`config.mk`:
```
export PLATFORM = sky130hd
export DESIGN_NAME = fir_seq_ctrl
export DESIGN_NICKNAME = d
export VERILOG_FILES = /design/src/rtl/fir_seq_ctrl.sv
export SDC_FILE = /design/constraint.sdc
export NUM_CORES = 2
export LEC_CHECK = 0
export BUFFER_PORTS_ARGS = -buffer_cell sky130_fd_sc_hd__buf_4
export CAP_MARGIN = 25
export CELL_PAD_IN_SITES_DETAIL_PLACEMENT = 1
export CELL_PAD_IN_SITES_GLOBAL_PLACEMENT = 1
export CORE_AREA = 2 2 321 323
export DETAILED_ROUTE_END_ITERATION = 6
export DIE_AREA = 0 0 323 325
export PLACE_DENSITY_LB_ADDON = 0.1
export SLEW_MARGIN = 20
export SYNTH_ARGS = -nofsm -noshare
export SYNTH_HDL_FRONTEND = slang
export SYNTH_SLANG_ARGS = --single-unit
```
`constraint.sdc`:
```
create_clock -name clk -period 29.7 [get_ports clk]
set_input_delay 5.94 -clock clk [delete_from_list [all_inputs] [get_ports clk]]
set_output_delay 5.94 -clock clk [all_outputs]
set_load 0.01 [all_outputs]
```
`src/rtl/fir_seq_ctrl.sv`:
```
// fir_seq_ctrl: sequential N-tap FIR with one shared MAC, circular sample history,
// runtime-writable coefficients and a valid/ready result port.
module fir_seq_ctrl #(
  parameter int N     = 11,
  parameter int WIDTH = 32,
  localparam int AW   = (N > 1) ? $clog2(N) : 1
) (
  input  logic             clk,
  input  logic             rst,
  input  logic             in_valid,
  output logic             in_ready,
  input  logic [WIDTH-1:0] x_in,
  input  logic             coef_we,
  input  logic [AW-1:0]    coef_addr,
  input  logic [WIDTH-1:0] coef_wdata,
  output logic             coef_rej,
  output logic             out_valid,
  input  logic             out_ready,
  output logic [WIDTH-1:0] y_out,
  output logic             busy
);
  typedef enum logic [1:0] {IDLE, MAC, OUT} state_t;
  localparam logic [AW:0] NL = (AW+1)'(N);
  state_t           r_state, w_next;
  logic [WIDTH-1:0] r_hist [N];
  logic [WIDTH-1:0] r_coef [N];
  logic [AW-1:0]    r_wp, r_k;
  logic [WIDTH-1:0] r_acc, r_y;
  logic             r_rej;
  logic             w_last, w_addr_ok, w_accept;
  logic [AW:0]      w_wrap;
  logic [AW-1:0]    w_idx;
  logic [WIDTH-1:0] w_prod, w_sum;

  assign w_last    = r_k == AW'(N - 1);
  assign w_addr_ok = {1'b0, coef_addr} < NL;
  assign w_accept  = r_state == IDLE && in_valid;
  // hist[wp] is the newest sample, so tap k reads (wp - k) mod N
  assign w_wrap    = {1'b0, r_wp} + NL - {1'b0, r_k};
  assign w_idx     = (r_wp >= r_k) ? r_wp - r_k : w_wrap[AW-1:0];
  assign w_prod    = r_coef[r_k] * r_hist[w_idx];
  assign w_sum     = r_acc + w_prod;

  always_ff @(posedge clk or posedge rst)
    if (rst) r_state <= IDLE;
    else     r_state <= w_next;

  always_comb begin
    w_next    = r_state;
    in_ready  = r_state == IDLE;
    out_valid = r_state == OUT;
    busy      = r_state != IDLE;
    coef_rej  = r_rej;
    y_out     = r_y;
    if (w_accept) w_next = MAC;
    else if (r_state == MAC && w_last) w_next = OUT;
    else if (r_state == OUT && out_ready) w_next = IDLE;
  end

  always_ff @(posedge clk or posedge rst)
    if (rst) begin
      for (int i = 0; i < N; i++) begin
        r_hist[i] <= '0;
        r_coef[i] <= WIDTH'((i + 1 < N - i) ? i + 1 : N - i);
      end
      r_wp  <= '0;
      r_k   <= '0;
      r_acc <= '0;
      r_y   <= '0;
      r_rej <= 1'b0;
    end else begin
      r_rej <= coef_we && (!w_addr_ok || r_state == MAC);
      if (coef_we && w_addr_ok && r_state != MAC) r_coef[coef_addr] <= coef_wdata;
      if (w_accept) begin
        r_hist[r_wp] <= x_in;
        r_acc        <= '0;
        r_k          <= '0;
      end
      if (r_state == MAC) begin
        r_acc <= w_sum;
        r_k   <= w_last ? '0 : r_k + 1'b1;
        if (w_last) begin
          r_y  <= w_sum;
          r_wp <= (r_wp == AW'(N - 1)) ? '0 : r_wp + 1'b1;
        end
      end
    end
endmodule
```
==> impl_metrics.env <==
export IMPL_status="finished, final reports clean"
export IMPL_finClkSkew_ns=0.04304
export IMPL_crit_slowest_cell="nor2_4"
export IMPL_fin_crit_sh_pct=43.46
export IMPL_syn_avg_cell_area_um2=11.37
export IMPL_die_h_um=325
export IMPL_wl_um=159800
export IMPL_async_flop_share_pct=100.0
export IMPL_die_area_mm2=0.1050
export IMPL_ys_flop_type="dfrtp_1"
export IMPL_synth_edff_count=0
export IMPL_synth_warnings=0
export IMPL_grt_use_met3_pct=4.109
export IMPL_gr_usage_met2_pct=52.72
export IMPL_drc=0
export IMPL_antenna_found_initial=1
export IMPL_wire_per_inst_um=26.46
export IMPL_worst_setup_path_start_kind="flip-flop"
export IMPL_ant_nets=0
export IMPL_overflow=0
export IMPL_vias=35670
export IMPL_hold_slack_ns=0.4742
export IMPL_top_usage_layer="met2"
export IMPL_holdBufCountCts=0
export IMPL_seq_area_mm2=0.01952
export IMPL_yosys_cell_types_count=93
export IMPL_first_iter_violations=2418
export IMPL_cts_buffers=88
export IMPL_fin_nets=5250
export IMPL_rows=117
export IMPL_worstPathRequired_ns=30.22
export IMPL_cts_max_path_buffers=3
export IMPL_setup_viol=0
export IMPL_htree_levels=3
export IMPL_cts_setup_buffers=0
export IMPL_drive_gt1_share_pct=27.73
export IMPL_postSynthCellCount=4609
export IMPL_dieWidth_um=323
export IMPL_core_mm2=0.1013
export IMPL_layout_commonest_cell="dfrtp_1"
export IMPL_max_cap_violations=0
export IMPL_worstSetupPathType="flip-flop to flip-flop"
export IMPL_multiInputGateArea_mm2=0.02986
export IMPL_clk_pin_slew_ns=0.06
export IMPL_max_slew_margin_rel_pct=28.28
export IMPL_netlist_area_mm2=0.05242
export IMPL_fin_util_pct=56.96
export IMPL_worstMarginPinSlew_ns=1.076
export IMPL_final_setup_tns_ns=0
export IMPL_max_stage_delay_ns=0.91
export IMPL_final_cell_mix="dfrtp_1 (760), mux2_2 (743), inv_1 (502), fa_1 (441), nand2_1 (433)"
export IMPL_grt_pass1_wl_um=247700
export IMPL_end_kind="flip-flop"
export IMPL_grt_total_usage_pct=31.44
export IMPL_cts_resized_gates=0
export IMPL_vias_per_cell=5.904
export IMPL_drtPass1Iterations=5
export IMPL_insertion_delay_ns=0.69
export IMPL_tritoncts="yes"
export IMPL_place_port_buffers=108
export IMPL_ys_ff_latch=779
export IMPL_place_congestion=0.9129
export IMPL_min_period_ns=12.91
export IMPL_path_common_cell="fa_1"
export IMPL_cts_sinks=779
export IMPL_grt_max_degree=168
export IMPL_synth_seq_area_share_pct=37.22
export IMPL_fillers=10530
export IMPL_rsz0062_at_grt="false"
export IMPL_syn_num_nets=5256
export IMPL_start_util_pct=51.75
export IMPL_finalHoldViolCount=0
export IMPL_syn2layout_area_growth_pct=10.07
export IMPL_setup_slack_ns=16.79
export IMPL_crit_fanout=34
export IMPL_crit_arrival_ns=13.43
export IMPL_clock_root_buffer="clkbuf_16"
export IMPL_place_hpwl_um=107800
export IMPL_hold_path_class="flip-flop to flip-flop"
export IMPL_drv_slew=0
export IMPL_fmax_ghz=0.07748
export IMPL_met1_usage_pct=42.04
export IMPL_place_ws_ns=16.97
export IMPL_diodes=0
export IMPL_ios=109
export IMPL_grt_pass1_vias=39960
[registers in the layout (all words and copies together), names as in the netlist]
name	count
r_state	2
r_wp	4
y_out	32
r_acc	32
r_coef	352
r_hist	352
r_k	4
coef_rej	1
[Yosys cell counts (34+ instances only)]
cell type    n  area (µm²)
o21ai_0     92       460.4
inv_1      503        1888
buf_1       40       150.1
mux4_2      64        1441
mux2i_1     55       550.5
dfrtp_1    763       19090
and3_1      34       212.7
nand3_1     44       220.2
nand2b_1    60       375.4
mux2_2     743        8367
clkbuf_1   206       773.2
buf_2       43       215.2
xnor2_1     65       569.3
nor2_1     296        1111
nand2_1    443        1663
a21oi_1     65       325.3
fa_1       441        8828
ha_1       133        1664
nor2b_1     34       212.7
[final timing paths]
check	from	endpoint	slack, ns	depth (start not counted)
worst max-delay path	r_wp[0]	y_out[31]	16.79	34
worst min-delay path	y_out[18]	y_out[18]	0.47	2
worst max register to register	r_wp[0]	y_out[31]	16.79	34
worst min register to register	y_out[18]	y_out[18]	0.47	2
max in group asynchronous	rst	r_coef[236]	21.26	5
min in group asynchronous	rst	r_hist[156]	5.42	2
[per-stage QoR]
stage               cell area [µm²]  cells
detailed placement            54710   5879
CTS                           57660   6039
finish                        57700   6041
floorplan                     52420   4609
global placement              54660   5876
global route                  57700   6041
[logic make-up after synthesis]
logic type	synth area share, %
buffers and inverters	6.318
XOR/XNOR	1.587
AND/OR/NAND/NOR	8.432
AO/OA/AOI/OAI	6.471
adder cells (fa/ha/maj)	20.02
flip-flops	37.22
multiplexers	19.95
[critical path, delay by kind of cell (launching register included)]
family	cells	cell delay, ns
XOR/XNOR	10	2.09
flip-flops	1	0.51
buffers and inverters	6	1.83
AND/OR/NAND/NOR	3	1.68
multiplexers	1	0.15
adder cells (fa/ha/maj)	10	4.98
AO/OA/AOI/OAI	4	1.45
[area by class of cell]
type | instances | area share, %
Sequential cell | 779 | 33.83
Clock buffer | 135 | 4.523
Multi-Input combinational cell | 3004 | 51.75
Tap cell | 1368 | 2.966
Inverter | 505 | 3.298
Clock inverter | 25 | 0.5854
Timing Repair Buffer | 225 | 3.046
[routing by layer]
layer | wire length [µm] | vias to the layer above
met5 | 13 | -
met4 | 5947 | 2
met3 | 7288 | 242
met2 | 78920 | 850
met1 | 67660 | 19310
li1 | - | 15270
Power is not shown: default switching activity piles up to over one toggle a cycle in this logic, so the estimate is an artifact.
